## src/rtl/reduce_ingress_tagger.sv

```systemverilog
// reduce_ingress_tagger: tags reduction flits with binomial-tree children count into a show-ahead FIFO; REDUCE_BYPASS_EN forwards non-reduction flits
module reduce_ingress_tagger #(
  parameter logic [8:0] my_rank = 9'd0,
  parameter int lg_numprocs = 3,
  parameter int PayloadWidth = 32,
  parameter int FifoDepth = 16
) (
  input  logic clk,
  input  logic rst,
  input  logic [PayloadWidth+49:0] flit_in,
  output logic in_ready,
  output logic [PayloadWidth+lg_numprocs+49:0] packetA,
  output logic [12:0] fifo_counter,
  output logic buf_empty,
  output logic buf_full,
  input  logic rd_en,
  output logic [PayloadWidth+49:0] bypass_out,
  output logic bypass_valid
);
  localparam int FW = PayloadWidth + 50;
  localparam int TW = FW + lg_numprocs;
  localparam int AW = $clog2(FifoDepth);
  logic [TW-1:0] mem [FifoDepth];
  logic [TW-1:0] stage;
  logic stage_valid;
  logic [AW-1:0] wr_ptr, rd_ptr;
  logic [lg_numprocs-1:0] rel, ch;
  logic is_red, wr, pop;
  always_comb begin
    rel = lg_numprocs'(my_rank - flit_in[62:54]);
    ch = lg_numprocs'(lg_numprocs);
    for (int i = lg_numprocs - 1; i >= 0; i--) ch = rel[i] ? lg_numprocs'(i) : ch;
  end
  assign is_red = flit_in[FW-1] && flit_in[35:34] == 2'b11;
  assign buf_empty = fifo_counter == 13'd0;
  assign buf_full = fifo_counter == 13'(FifoDepth);
  assign wr = stage_valid && !buf_full;
  assign pop = rd_en && !buf_empty;
  assign packetA = buf_empty ? '0 : mem[rd_ptr];
  always_ff @(posedge clk) begin
    if (!rst) begin
      stage_valid <= 1'b0;
      stage <= '0;
      wr_ptr <= '0;
      rd_ptr <= '0;
      fifo_counter <= '0;
    end else begin
      if (is_red && !(stage_valid && buf_full)) begin
        stage_valid <= 1'b1;
        stage <= {ch, flit_in};
      end else if (wr) stage_valid <= 1'b0;
      if (wr) wr_ptr <= wr_ptr + AW'(1);
      if (pop) rd_ptr <= rd_ptr + AW'(1);
      fifo_counter <= fifo_counter + 13'(wr) - 13'(pop);
    end
  end
  always_ff @(posedge clk) if (wr) mem[wr_ptr] <= stage;
`ifdef REDUCE_BYPASS_EN
  logic is_byp;
  assign is_byp = flit_in[FW-1] && !is_red;
  assign in_ready = !(stage_valid && buf_full) || is_byp;
  always_ff @(posedge clk) begin
    if (!rst) begin
      bypass_valid <= 1'b0;
      bypass_out <= '0;
    end else begin
      bypass_valid <= is_byp;
      if (is_byp) bypass_out <= flit_in;
    end
  end
`else
  assign in_ready = !(stage_valid && buf_full);
  assign bypass_out = '0;
  assign bypass_valid = 1'b0;
`endif
endmodule

```

## config.mk

```make
export PLATFORM = sky130hd
export DESIGN_NAME = reduce_ingress_tagger
export DESIGN_NICKNAME = d
export VERILOG_FILES = /design/src/rtl/reduce_ingress_tagger.sv
export SDC_FILE = /design/constraint.sdc
export NUM_CORES = 1
export LEC_CHECK = 0
export ABC_CLOCK_PERIOD_IN_PS = 9960
export CORE_AREA = 2 2 406 308
export DETAILED_ROUTE_END_ITERATION = 6
export DIE_AREA = 0 0 408 310
export PLACE_DENSITY_LB_ADDON = 0.15
export SYNTH_ARGS = -nofsm -noshare
export SYNTH_HDL_FRONTEND = slang
export SYNTH_SLANG_ARGS = --single-unit
export TNS_END_PERCENT = 30
```

## constraint.sdc

```tcl
create_clock -name clk -period 9.96 [get_ports clk]
set_input_delay 0.996 -clock clk [delete_from_list [all_inputs] [get_ports clk]]
set_output_delay 0.996 -clock clk [all_outputs]
set_load 0.1 [all_outputs]
```

======== After elaboration in Yosys (flattened, before gate mapping) ========
Memories as Yosys holds them, arrays and structs flattened. A register that Yosys moved wholly into a read port is not among the register bits.
Index checks and enable logic that the tools add are counted.
word-level totals
  output and inout bits ................... 184
  logic and storage cells ................. 33
  memory bits (writable) .................. 1,344
  memories ................................ 1
  register bits after elaboration ......... 106
cells by class
  add/subtract/negate cells ............... 5
  reduce and logical (&&, ||, !) cells .... 10
  mux-type cells .......................... 10
  equal/unequal tests ..................... 2
memories
  name  words  width  rd ports  clocked after memory_dff  write ports  line  RTL
  mem   16     84     1         1                         1            23    logic [TW-1:0] mem [FifoDepth];
operators with widths
  cell                                                  count
  two-way mux 85 bit                                    1
  adder 13 x 1 -> 13 bit                                1
  equality test 13 x 5 -> 1 bit, second input constant  1
  logical NOT 13 bit                                    1
  subtractor 13 x 1 -> 13 bit                           1
  adder 4 x 1 -> 4 bit, second input constant           2
  two-way mux 4 bit                                     2
  logical AND 1 bit                                     5
  two-way mux 1 bit                                     5
  two-way mux 2 bit                                     2
  logical NOT 1 bit                                     3
  subtractor 1 x 3 -> 3 bit, first input constant       1
  equality test 2 bit, second input constant            1
  nonzero test 2 bit                                    1

======== Longest topological paths before layout ========
  word-level depth ........................ 5
  depth in mapped cells ................... 15
  mapped depth without buffers ............ 15

======== Worst setup path after synthesis ========
OpenSTA, ideal clock, no wires.
  path type ............................... register -> register
  start point ............................. reg fifo_counter[8]
  end point ............................... mem mem[3][0] (netlist name), enable pin
  arrival time ............................ 8.018 ns
  clock period less this slack ............ 8.647 ns
  data required time ...................... 9.331 ns
  slack ................................... 1.313 ns
  setup time .............................. 0.629 ns
  cell stages (with the launch flop) ...... 7
  path through ............................ dfxtp_1 inv_1 ha_1 and4b_1 a31oi_1 nand2_1 nor3_1
on the way
  cells in the longest elaborated chain, start to end .. 5
RTL lines
  element                                  line  RTL
  from (decl)                              13    output logic [12:0] fifo_counter,
  from (signal assigned)                   54    fifo_counter <= fifo_counter + 13'(wr) - 13'(pop);
  equality test 13 x 5 -> 1 bit            36    assign buf_full = fifo_counter == 13'(FifoDepth);
  logical NOT 1 bit                        37    assign wr = stage_valid && !buf_full;
  logical AND 1 bit                        37
  two-way mux 1 bit                        57    always_ff @(posedge clk) if (wr) mem[wr_ptr] <= stage;
  two-way mux 1 bit (not written as such)  57
  to (decl)                                23
No other way between the ends.

==> reports/results.tsv <==
metric	value	unit
synthFlopType	edfxtp_1	
cp_top_family	buffers and inverters	
drive_gt1_share	23.1	%
grtUsageMet1	28.8	%
design.core.area	123000	µm²
max-slew-margin-rel	23.5	%
met3_usage	3.53	%
clockRootBuffer	clkbuf_16	
grt_pass1_wl	191000	µm
p_leak	20.1	nW
whs	0.540	ns
ff2ff_setup_slack	5.12	ns
hold_buffers	0	
yosysWarnings	0	
ys_seq_area_share	76.0	%
cp.arrival	4.99	ns
cts_inserted_buffers	142	
dieArea	126000	µm²
holdCritPathClass	reg2reg	
min-delay-start	rd_ptr[3]$_SDFFE_PN0N_	
post-route-util	52.1	%
synth_area	56000	µm²
hold_viol_final	0	
timing.fmax	0.167	GHz
r2r-end	mem[7][41]$_DFFE_PP_	
power.density	221	nW/µm²
place_hpwl	64700	µm
synth_cell_types	44	
clock_path_buffers	3	
hold_end	rd_ptr[3]$_SDFFE_PN0N_	
r2r_cells	8	
gp_congestion	0.745	
drt-pass1-iter-count	7	
cts_tree	yes	
final_cells	4626	
antenna_found_initial	2	
total_power	14.2	mW
synth-edff-count	1344	
busiest_layer	met2	
outcome	completed	
post-cts-setup-buffers	0	
drcViolationCount	0	
place_area	59600	µm²
worst_pin_slew	1.14	ns
rsz0062_at_grt	no	
first_iter_violations	2445	
syn_to_final_growth	14.4	%
clock_latency	0.76	ns
drt-total-wl	132000	µm
synthCells	2613	
whs_path_depth	2	
synth_area_leaders	edfxtp_1 (72%), mux4_2 (17%), dfxtp_1 (3.9%)	
crit_path_start_kind	flop	
viasPerCell	5.65	
rows	112	
end_kind	primary output	
path_class	reg2out	
crit_top_cell	mux4_2	
synth.ff_latch_count	1454	
slew_violations	0	
critPathMaxFanout	70	
met2_usage	35.1	%
grt_overflow_total	0	
design_area	64100	µm²
cp.required	8.96	ns
synth.largest_area_cell	edfxtp_1	
post_cts_resized	0	
vias	26200	
cp_slowest_cell	clkdlybuf4s50_1	
tns	0	ns
clkTransAtPathRegs	0.06	ns
clock-sinks	1454	
ant_nets	0	
peakVddDrop	171	µV
cts_max_level	4	
port_buffers	184	
grt_pass1_vias	27400	
placed_cells	4366	
fp.dieW	408	µm
finalCritPeriodShare	60.1	%
setup_violations	0	
synth-async-reset-ratio	0	%
io_pins	269	
critPathBufInv	2	
r2r-start	fifo_counter[2]$_SDFF_PN0_	
cp_cell_sequence	buf_4 > mux4_2 > mux4_2 > nor2b_1 > clkdlybuf4s50_1	
grt_max_degree	148	
die_y	310	µm
start_util	45.6	%
wl_per_cell	28.6	µm
finClkSkew	0.0307	ns
pre_cts_slack	4.65	ns
max_cap_violations	0	
synth_top_area_share	72.1	%
min_period	5.99	ns
postSynthAreaPerCell	21.4	µm²
track_usage	21.1	%
final.setup.worst_slack	3.97	ns
cp_slowest_stage_delay	1.20	ns
final_nets	2967	
nFillCells	9641	
where the power goes:
part	internal (mW)	total, mW	switching (mW)
clock	2.96	5.18	2.22
combinational	0.720	2.20	1.48
sequential	6.67	6.77	0.0975
total	10.4	14.2	3.80
flip-flops by register name, summed over array words and instances, names as in the netlist, named ones only:
register / flops
fifo_counter: 13
mem: 1344
rd_ptr: 4
stage: 84
stage_valid: 1
wr_ptr: 4
area by class of cell:
| type | instances | area, µm² | area share (%) |
|---|---|---|---|
| antenna | 1 | 2.50 | 0.00391 |
| clock inverter | 56 | 452 | 0.705 |
| inverter | 30 | 115 | 0.180 |
| clock buffer | 203 | 4010 | 6.26 |
| tap | 1653 | 2070 | 3.23 |
| timing repair buffer | 237 | 2290 | 3.57 |
| multi-input combinational | 992 | 12500 | 19.6 |
| sequential | 1454 | 42600 | 66.5 |
worst max-delay path by stage:
stage                                          start             endpoint  depth (start not counted)
after global routing                            flop          packetA[81]                          5
after floorplan           fifo_counter[8]$_SDFF_PN0_  mem[3][0]$_DFFE_PP_                          6
after global placement                          flop          packetA[69]                          5
final                                           flop          packetA[73]                          5
after detailed placement                        flop          packetA[69]                          5
after CTS                                       flop          packetA[69]                          5
synthesized netlist by cell type (4+ instances only):
cell	n
a21oi_1	89
nand3_1	4
clkbuf_1	83
dfxtp_1	110
nor2_1	37
nor3_1	12
and3_1	4
inv_1	30
buf_1	13
edfxtp_1	1344
a31oi_1	6
mux4_2	420
nor2b_1	88
nand2_1	174
buf_2	35
xor2_1	6
xnor2_1	4
buf_6	5
ha_1	24
mux2i_1	4
nand2b_1	5
buf_4	84
cells by family (layout without fill, tap and decap cells):
kind of cell             after synthesis  after routing  synth area share [%]
AO/OA/AOI/OAI                        115            115                  1.15
XOR/XNOR                              10             10                 0.156
adder cells (fa/ha/maj)               25             25                 0.572
buffers and inverters                250            526                  2.38
flip-flops                          1454           1454                  76.0
multiplexers                         424            424                  17.0
other                                  1             85               0.00670
AND/OR/NAND/NOR                      334            334                  2.77
placed cells by master (no fill, tap or decap), types with 6 or more instances in the layout:
cell	n
inv_1	29
clkdlybuf4s50_1	184
edfxtp_1	1344
a21oi_1	88
nor3_1	8
nor2_4	12
bufinv_16	6
clkinv_2	17
mux4_2	420
nand2_1	174
clkinv_1	23
a31oi_1	6
nor2_1	25
ha_1	24
xor2_1	6
clkbuf_1	46
clkbuf_8	8
conb_1	84
clkbuf_16	149
dfxtp_1	106
nor2b_1	88
buf_4	49
worst register-to-register path, cell delays in order, from the launching register on:
cell     delay [ns]
dfxtp_1        0.38
inv_1          0.09
ha_1           0.21
and4b_1        0.26
a31oi_1        0.71
nand2_1        0.45
nor2_4         0.70
buf_4          0.91
buf_4          0.72
routing by layer:
layer	share of wire [%]	routed length [µm]
met1	41	54800
met5	0	0
met3	5.9	7750
met4	2.6	3490
met2	50	66200
Power figures use the tool's default switching activity.
